--- src/rtl/microcode_sequencer.sv ---
// Multi-cycle microcoded control unit: a writable store indexed by {opcode, step}
// emits one control word per cycle for each accepted opcode, honouring stall and flush.
module microcode_sequencer #(
    parameter int unsigned OP_W  = 3,
    parameter int unsigned CW_W  = 12,
    parameter int unsigned STEPS = 4,
    localparam int unsigned STEP_W = $clog2(STEPS)
) (
    input  logic                   clk,
    input  logic                   rst,
    input  logic                   op_valid,
    output logic                   op_ready,
    input  logic [OP_W-1:0]        opcode,
    output logic                   cw_valid,
    output logic [CW_W-1:0]        cw,
    output logic                   cw_last,
    output logic [STEP_W-1:0]      cw_step,
    input  logic                   stall,
    input  logic                   flush,
    input  logic                   wr_en,
    input  logic [OP_W+STEP_W-1:0] wr_addr,
    input  logic [CW_W:0]          wr_data,
    output logic                   busy
);

    localparam int unsigned ADDR_W = OP_W + STEP_W;
    localparam int unsigned DEPTH  = 2 ** ADDR_W;

    typedef enum logic {
        S_IDLE = 1'b0,
        S_RUN  = 1'b1
    } state_t;

    state_t              r_state;
    state_t              w_state_nxt;
    logic [STEP_W-1:0]   r_step;
    logic [STEP_W-1:0]   w_step_nxt;
    logic [OP_W-1:0]     r_cur_op;
    logic [OP_W-1:0]     w_cur_op_nxt;
    logic [CW_W:0]       r_store [DEPTH];
    logic [CW_W:0]       w_rd;
    logic                w_eff_last;

    // Store: reset makes every opcode a single-cycle NOP
    always_ff @(posedge clk or posedge rst) begin
        if (rst) begin
            for (int i = 0; i < int'(DEPTH); i++) begin
                r_store[i] <= {1'b1, CW_W'(0)};
            end
        end else if (wr_en) begin
            r_store[wr_addr] <= wr_data;
        end
    end

    assign w_rd       = r_store[{r_cur_op, r_step}];
    assign w_eff_last = w_rd[CW_W] | (r_step == STEP_W'(STEPS - 1));

    always_ff @(posedge clk or posedge rst) begin
        if (rst) begin
            r_state  <= S_IDLE;
            r_step   <= '0;
            r_cur_op <= '0;
        end else begin
            r_state  <= w_state_nxt;
            r_step   <= w_step_nxt;
            r_cur_op <= w_cur_op_nxt;
        end
    end

    always_comb begin
        w_state_nxt  = r_state;
        w_step_nxt   = r_step;
        w_cur_op_nxt = r_cur_op;
        op_ready     = 1'b0;
        cw_valid     = 1'b0;
        cw           = '0;
        cw_last      = 1'b0;
        cw_step      = '0;
        busy         = 1'b0;

        case (r_state)
            S_IDLE: begin
                op_ready = ~flush;
                if (flush) begin
                    w_step_nxt = '0;
                end else if (op_valid) begin
                    w_state_nxt  = S_RUN;
                    w_cur_op_nxt = opcode;
                    w_step_nxt   = '0;
                end
            end
            S_RUN: begin
                cw_valid = 1'b1;
                busy     = 1'b1;
                cw       = w_rd[CW_W-1:0];
                cw_last  = w_eff_last;
                cw_step  = r_step;
                op_ready = w_eff_last & ~stall & ~flush;
                // Flush overrides stall; back-to-back accept reuses RUN with no bubble
                if (flush) begin
                    w_state_nxt = S_IDLE;
                    w_step_nxt  = '0;
                end else if (!stall) begin
                    if (!w_eff_last) begin
                        w_step_nxt = r_step + STEP_W'(1);
                    end else if (op_valid) begin
                        w_cur_op_nxt = opcode;
                        w_step_nxt   = '0;
                    end else begin
                        w_state_nxt = S_IDLE;
                        w_step_nxt  = '0;
                    end
                end
            end
            default: begin
                w_state_nxt = S_IDLE;
                w_step_nxt  = '0;
            end
        endcase
    end

endmodule

--- config.mk ---
export PLATFORM = sky130hd
export DESIGN_NAME = microcode_sequencer
export DESIGN_NICKNAME = d
export VERILOG_FILES = /design/src/rtl/microcode_sequencer.sv
export SDC_FILE = /design/constraint.sdc
export NUM_CORES = 1
export LEC_CHECK = 0
export ABC_AREA = 1
export CORE_ASPECT_RATIO = 1.25
export CORE_MARGIN = 1.5
export CORE_UTILIZATION = 55
export CTS_CLUSTER_SIZE = 16
export DETAILED_ROUTE_END_ITERATION = 10
export DONT_BUFFER_PORTS = 1
export GPL_TIMING_DRIVEN = 1
export HOLD_SLACK_MARGIN = 0.12
export PLACE_DENSITY = 0.67
export SYNTH_ARGS = -nofsm -noshare
export SYNTH_HDL_FRONTEND = slang
export SYNTH_SLANG_ARGS = --single-unit
--- constraint.sdc ---
create_clock -name clk -period 19.9 [get_ports clk]
set_input_delay 3.98 -clock clk [delete_from_list [all_inputs] [get_ports clk]]
set_output_delay 3.98 -clock clk [all_outputs]
set_load 0.02 [all_outputs]
**Yosys cells after proc, flatten, opt, wreduce, memory -nomap -nowiden**

Index checks and enable logic that the tools add are counted.

- Word-level logic and storage cells: 86
- Output and inout port bits: 18
- Register bits: 422
- Bits of input ports: 27

- Magnitude comparators: 3
- Add/subtract/negate cells: 1
- Reduce and logical (&&, ||, !) cells: 3
- Equality and inequality tests: 7
- Muxes and demuxes: 29
- Bitwise operators: 8

Operators by type and width:

| cell | count |
|---|---|
| bitwise mux 416 bit | 1 |
| binary-select mux 13 bit (select 5 bit) | 1 |
| demux 13 bit (select 5 bit) | 1 |
| 2-to-1 mux 13 bit | 3 |
| 2-to-1 mux 3 bit | 5 |
| >= comparator 6 bit (second input constant) | 2 |
| 2-to-1 mux 12 bit | 1 |
| 2-to-1 mux 2 bit | 6 |
| inverter 5 -> 6 bit | 2 |
| 2-to-1 mux 1 bit | 7 |
| < comparator 6 x 1 -> 1 bit (second input constant) | 1 |
| != test 2 bit (second input constant) | 3 |
| != test 3 bit (second input constant) | 2 |
| case mux 3 bit (2 select lines) | 1 |
| case mux 1 bit (2 select lines) | 2 |
| case mux 2 bit (2 select lines) | 1 |
| AND reduction 4 bit | 1 |
| inverter 1 bit | 3 |
| adder 2 x 1 -> 2 bit (second input constant) | 1 |
| AND 1 bit | 2 |
| == test 2 bit (second input constant) | 1 |
| != test 2 x 1 -> 1 bit (second input constant) | 1 |
| AND reduction 2 bit | 1 |
| logical AND 1 bit | 1 |
| OR 1 bit | 1 |

**Longest topological paths before layout**

Gate-level depths: netlist (run 1).

- Depth in word-level cells: 9
- Gate-level depth with buffers: 14
- Gate-level depth less buffers: 13

**Least setup slack after synthesis (run 1)**

OpenSTA, ideal clock, no wires.

- Kind: in2out
- Start point: input port flush
- End point: output port op_ready
- Path buffers: 0
- Stages: 3
- Path slack: 11600 ps
- Required time: 15920 ps
- Data arrival time: 4320 ps
- Path through: inv_1 > nand3_1 > inv_1

- Cells in the longest elaborated chain, start to end: 3

Ends and longest elaborated chain:

| element | line | source |
|---|---|---|
| start: declaration | 19 | `input logic flush,` |
| inverter 1 bit (*) | 83, 98 |  |
| AND 1 bit | 98 | `op_ready = w_eff_last & ~stall & ~flush;` |
| case mux 1 bit (2 select lines) (*) | 81 | `case (r_state)` |
| end: declaration | 12 | `output logic op_ready,` |

Mark *: on every way between the ends. The rest lies on a longest branch, timed or not.

**Final worst setup path (run 1)**

Same ends and word-level chain as after synthesis.

==> metrics.md, run 1 <==
| Metric | Value |
|---|---|
| Row cnt | `75` |
| Syn_nets | `2267` |
| Vias in the first global route | `15137` |
| Fin Setup TNS | `0 ns` |
| Netlist cell types | `28` |
| Via Count | `15639` |
| Worst Path Required | `15.92 ns` |
| Clock skew | `0.02379 ns` |
| Post-CTS Setup Bufs | `0` |
| Die W | `169.3 um` |
| CTS tree | `yes` |
| Largest net degree at the start of global routing | `172` |
| Total of max-cap violations | `0` |
| Wire per inst | `20.84 um` |
| Synth Cell Area | `0.01902 sq mm` |
| Post-cts resize count | `0` |
| Max-slew violation count | `0` |
| Fin. Hold Viols | `0` |
| P_leak | `0.009136 uW` |
| Part of the cycle the worst path needs | `42.48%` |
| DP HPWL | `28970 um` |
| Final global-route overflow total | `0` |
| WP data arrival | `4.47 ns` |
| Final instance area | `0.02037 sq mm` |
| Post-synth top area cell | `dfrtp_1` |
| Multi-input logic area | `0.007425 sq mm` |
| Crit-path slowest cell | `inv_1` |
| Power Dens Cells | `118.5 mW/mm^2` |
| Placed cell areas | `0.01892 sq mm` |
| Mean post-synth cell area | `8.494 sq um` |
| CP endpoint kind | `output port` |
| Die area | `0.03571 sq mm` |
| CP Max Fanout | `5` |
| Synthesized flop and latch total | `422` |
| Top cell type's share of synthesized area | `51.32%` |
| Startpoint types | `primary input` |
| Final setup violation count | `0` |
| Crit-path cells | `inv_1 > nand3_1 > inv_1` |
| F_max | `118.3 MHz` |
| Outcome | `complete, no violations` |
| Die Ht | `210.9 um` |
| Setup Crit Path Kind | `in2out` |
| Minimum clock period | `8.454 ns` |
| VDD IR max | `0.08301 mV` |
| Yosys warns | `0` |
| CTS Hold Bufs | `0` |
| Post-synthesis sequential area ratio | `55.74%` |
| Synth area leaders | `dfrtp_1 51%, o21ai_0 15%, nand2_1 9.2%` |
| Avg Vias per Cell | `6.092` |
| First-pass GRT wire length | `85450 um` |
| Routability-driven placement congestion ratio | `0.8389` |
| Sink Count | `422` |
| # diodes | `0` |
| Post-synthesis cell count | `2239` |
| Area delta synth->final | `7.099%` |
| Ports | `45` |
| Port bufs | `0` |
| CP dominant cell by count | `inv_1` |
| Max incr delay on CP | `0.18 ns` |
| Num CTS Buffers | `44` |
| Gr usage total | `31.07%` |
| Initial Util | `56.29%` |
| Core ar. | `0.03378 sq mm` |
| Slew of the pin with the lowest slew margin | `1.280 ns` |
| DRT antenna net count | `0` |
| Drt drc | `0` |
| H-tree Lvls | `2` |
| Root buf cell | `clkbuf_16` |
| Fraction of layout cells with a size suffix above 1 | `7.603%` |
| Nets | `2136` |
| DRT iter0 DRCs | `1618` |
| Rel. slew slack | `14.58%` |
| Clk_lat worst skew | `0.57 ns` |
| CTS clk-pin slew, worst paths | `0.06 ns` |
| Min-delay worst type | `reg2reg` |
| Filler cells | `3005` |
| RSZ-0062 raised after global routing | `no` |
| Initial DRT Pass Iterations | `5` |
| DRT Wirelength | `53490 um` |
| Initial antenna violation count | `0` |
| Max Buffers Root-to-Sink | `3` |
| Sequential Area | `0.01061 sq mm` |
[metal layers]
| layer | track usage [%] | vias to the layer above | routed length [um] | share of wire, % |
|---|---|---|---|---|
| li1 | - | 7300 | - | - |
| met2 | 50.36 | 549 | 24970 | 47 |
| met5 | 0 | - | 0 | 0 |
| met3 | 6.371 | 106 | 4077 | 7.6 |
| met4 | 12.15 | 0 | 1875 | 3.5 |
| met1 | 41.22 | 7684 | 22560 | 42 |
[critical path, delay by kind of cell]
kind	cells	cell delay, ns
simple gates	1	0.14
buf+inv	2	0.35
[stage by stage]
step                hold slack (ns)  cells  util [%]  total power (uW)  setup WS (ns)
floorplan                    0.4478   2239         -              1455          4.225
global placement             0.4604   2485     56.02              1589          11.44
detailed placement           0.4659   2485     56.02              1607          11.45
CTS                          0.4752   2567     60.29              2419          11.45
global route                 0.4866   2567     60.29              2543          11.11
finish                       0.4731   2567     60.29              2414          11.45
[path summary, 6_finish.rpt]
check,depth (start not counted),endpoint,startpoint,slack [ns]
setup reg to reg,13,r_cur_op[2]$_DFFE_PP0P_,r_step[0]$_DFFE_PP0P_,15.99
max in group asynchronous,3,r_store[257]$_DFFE_PP0P_,rst,14.12
setup / recovery,3,op_ready,flush,11.45
hold reg to reg,2,r_store[155]$_DFFE_PP1P_,r_store[155]$_DFFE_PP1P_,0.47
min in group asynchronous,1,r_store[96]$_DFFE_PP0P_,rst,3.43
hold / removal,2,r_store[155]$_DFFE_PP1P_,r_store[155]$_DFFE_PP1P_,0.47
[power breakdown]
part / leakage (uW) / switching (uW) / internal, uW
Sequential: 0.00536 / 87.2 / 1030
Combinational: 0.00305 / 328 / 156
Clock: 0.000717 / 336 / 477
Total: 0.00914 / 752 / 1660
[cells in the mapped netlist]
master and count:
a21boi_0 1, a21oi_1 27, a31oi_1 12, buf_1 7
buf_2 38, buf_4 4, clkbuf_1 143, clkbuf_2 1
clkinv_1 2, dfrtp_1 390, dfstp_2 32, ha_1 1
inv_1 45, inv_2 4, inv_4 2, nand2_1 464
nand2_2 22, nand3_1 67, nand4_1 2, nor2_1 260
nor3_1 1, nor3_2 3, nor3_4 8, nor4_4 2
o21ai_0 569, o21ai_1 36, o221ai_1 62, o22ai_1 34
[cell families (layout without fill, tap and decap cells)]
logic type | Yosys count | in the layout | share of synthesized area [%]
fa+ha+maj | 1 | 1 | 0.06578
compound gates | 741 | 741 | 21.04
simple gates | 829 | 829 | 17.94
flops | 422 | 422 | 55.74
buf+inv | 246 | 151 | 5.217
[layout by cell type (no fill, tap or decap), drive strengths merged]
cell type,n
o21ai,605
nand2,486
dfrtp,390
nor2,260
clkbuf,74
nand3,67
o221ai,62
inv,53
o22ai,34
dfstp,32
a21oi,27
buf,16
a31oi,12
nor3,12
clkinv,8
nor4,2
nand4,2
a21boi,1
ha,1
[flip-flops by register name (all words and copies together) (netlist names)]
register  flops
r_cur_op      3
r_state       1
r_step        2
r_store     416
[final cells by class]
type / instances / area share (%)
inverters: 53 / 1.063
multi-input cells: 1571 / 36.45
repair buffers: 16 / 0.7126
well taps: 423 / 2.599
flip-flops and latches: 422 / 52.09
clock buffers: 74 / 6.850
clock inverters: 8 / 0.2334
Note: power is estimated with default switching activity, not from simulation.
==> run 2: changes to the inputs <==
==> constraint.sdc (replaced) <==
create_clock -name clk -period 8.5 [get_ports clk]
set_input_delay 1.7 -clock clk [delete_from_list [all_inputs] [get_ports clk]]
set_output_delay 1.7 -clock clk [all_outputs]
set_load 0.02 [all_outputs]
==> run 2 against run 1 <==
- final cell count hardly changed
- critical endpoint is now cw_last
- count of clock-buffer cells in the layout is 3 lower
- utilization is 0.34 points lower
- wire length is 1.8% higher
- register-to-register slack worse by 11 ns
- non-clock buffer count is 2 higher
- combinational power is 130% higher
==> metrics.md, run 2 (synthesized netlist as in run 1, its figures left out) <==
| Metric | Value |
|---|---|
| CP bufs+invs | `2` |
| F_max | `164.3 MHz` |
| Max Buffers Root-to-Sink | `3` |
| Worst R2R Start | `r_step[0]$_DFFE_PP0P_` |
| Clk_lat worst skew | `0.55 ns` |
| Reg2Reg Setup Slack | `4.57 ns` |
| Wire per inst | `21.22 um` |
| Sink Count | `422` |
| Critical path's top delay family | `buffers and inverters` |
| Die Ht | `210.9 um` |
| Fin Setup TNS | `0 ns` |
| Most frequent cells in the layout | `569 x o21ai_0, 464 x nand2_1, 387 x dfrtp_1` |
| Num CTS Buffers | `43` |
| Ports | `45` |
| Crit-path cells | `buf_4 > buf_4 > nand2_1 > nand2_1 > nand2_1 > nand3_1 > nand3_1 > nand3_1 > nand2_1 > a21boi_0` |
| Initial antenna violation count | `0` |
| Worst Hold Endpoint | `r_store[298]$_DFFE_PP1P_` |
| DRT antenna net count | `0` |
| DRT Wirelength | `54430 um` |
| Area delta synth->final | `6.501%` |
| P_leak | `0.009059 uW` |
| DRT iter0 DRCs | `1801` |
| WP data arrival | `4.39 ns` |
| Final instance area | `0.02025 sq mm` |
| Max reg flops | `416` |
| Final Power | `5556 uW` |
| Row cnt | `75` |
| Startpoint types | `flop` |
| VDD IR max | `0.1794 mV` |
| Initial DRT Pass Iterations | `6` |
| Worst Path Required | `6.80 ns` |
| Gr usage total | `31.20%` |
| Die area | `0.03571 sq mm` |
| Biggest register | `r_store` |
| Regs by FF count | `r_store: 416 flops, r_cur_op: 3 flops, r_step: 2 flops` |
| Commonest non-fill, non-tap cell in the layout | `o21ai_0` |
| Final setup violation count | `0` |
| CP dominant cell by count | `nand2_1` |
| Register-to-Register Path Depth | `13` |
| Min-Delay Startpoint | `r_store[298]$_DFFE_PP1P_` |
| Min-delay worst type | `reg2reg` |
| Nets | `2137` |
| Power Dens Cells | `274.3 mW/mm^2` |
| First-pass GRT wire length | `85660 um` |
| Max incr delay on CP | `0.90 ns` |
| Minimum clock period | `6.087 ns` |
| DP Cell Count | `2487` |
| Worst r2r dst | `r_cur_op[2]$_DFFE_PP0P_` |
| Post-layout util | `59.95%` |
| Placed cell areas | `0.01894 sq mm` |
| RSZ-0062 raised after global routing | `no` |
| Rel. slew slack | `15.37%` |
| CP endpoint kind | `output port` |
| Avg Vias per Cell | `6.142` |
| Hold Crit Depth | `2` |
| Drt drc | `0` |
| Filler cells | `3019` |
| CP Max Fanout | `77` |
| Initial Util | `56.29%` |
| Die W | `169.3 um` |
| Setup Crit Path Kind | `reg2out` |
| Outcome | `complete, no violations` |
| Part of the cycle the worst path needs | `71.61%` |
| Post-cts resize count | `0` |
| Final global-route overflow total | `0` |
| Port bufs | `0` |
| CTS tree | `yes` |
| DP HPWL | `30890 um` |
| CTS Hold Bufs | `0` |
| Post-CTS Setup Bufs | `0` |
| Fin. Hold Viols | `0` |
| Crit-path slowest cell | `dfrtp_4` |
| Fin cells | `2565` |
| Fraction of layout cells with a size suffix above 1 | `7.143%` |
| Critical path depth in cells | `10` |
| Core ar. | `0.03378 sq mm` |
| Clock skew | `0.01647 ns` |
| H-tree Lvls | `2` |
| Slew of the pin with the lowest slew margin | `1.268 ns` |
| Routability-driven placement congestion ratio | `0.8796` |
| Max-slew violation count | `0` |
| Total of max-cap violations | `0` |
| Largest net degree at the start of global routing | `186` |
| Via Count | `15754` |
| Vias in the first global route | `14703` |
| # diodes | `0` |
| Root buf cell | `clkbuf_16` |
| CTS clk-pin slew, worst paths | `0.06 ns` |
-- run 2: changes by cell type in the layout (fill, tap and decap cells not counted) --
cell and change:
buf_4 +2, clkbuf_8 -11, inv_6 -2, clkinv_2 -2, clkbuf_1 +8, clkinvlp_4 +3
inv_8 -1, clkinv_4 +1
-- run 2: per-stage QoR --
stage	worst slack (ns)	hold slack (ns)
global route	2.201	0.4981
detailed placement	3.045	0.4665
CTS	2.463	0.4766
global placement	3.026	0.4607
floorplan	1.133	0.4478
finish	2.413	0.4732
-- run 2: tightest hold or removal path, cell delays in order (launching register included) --
cell and delay (ns):
dfstp_2 0.37, nand2_1 0.05, o21ai_1 0.05
-- run 2: final cells by class --
cell class / count / area (sq um) / share of cell area [%]
flip-flops and latches: 422 / 10610 / 52.38
multi-input cells: 1571 / 7425 / 36.66
clock buffers: 71 / 1274 / 6.289
well taps: 423 / 529.3 / 2.613
inverters: 53 / 212.7 / 1.050
repair buffers: 18 / 160.2 / 0.7908
clock inverters: 7 / 43.79 / 0.2162
-- run 2: power breakdown --
group	internal [uW]	total, uW	switching [uW]	leakage (uW)
sequential	2410	2650	238	0.00536
combinational	365	1110	747	0.00306
clock	1020	1800	774	0.000635
-- run 2: worst max path at each step --
stage	from	end	slack (ns)
after floorplan	rst	r_cur_op[0]$_DFFE_PP0P_	1.13
after global placement	r_step[0]$_DFFE_PP0P_	cw_last	3.03
after detailed placement	r_step[0]$_DFFE_PP0P_	cw_last	3.05
after CTS	r_step[0]$_DFFE_PP0P_	cw_last	2.46
after global routing	r_step[0]$_DFFE_PP0P_	cw_last	2.20
final	r_step[0]$_DFFE_PP0P_	cw_last	2.41
-- run 2: routing by layer --
metal  vias up  share of wire (%)  GRT usage, %
met1      7715                 42         42.85
li1       7292                  -             -
met3       117                7.5         4.909
met4         0                3.6         12.02
met2       630                 47         50.18
met5         -                  0             0
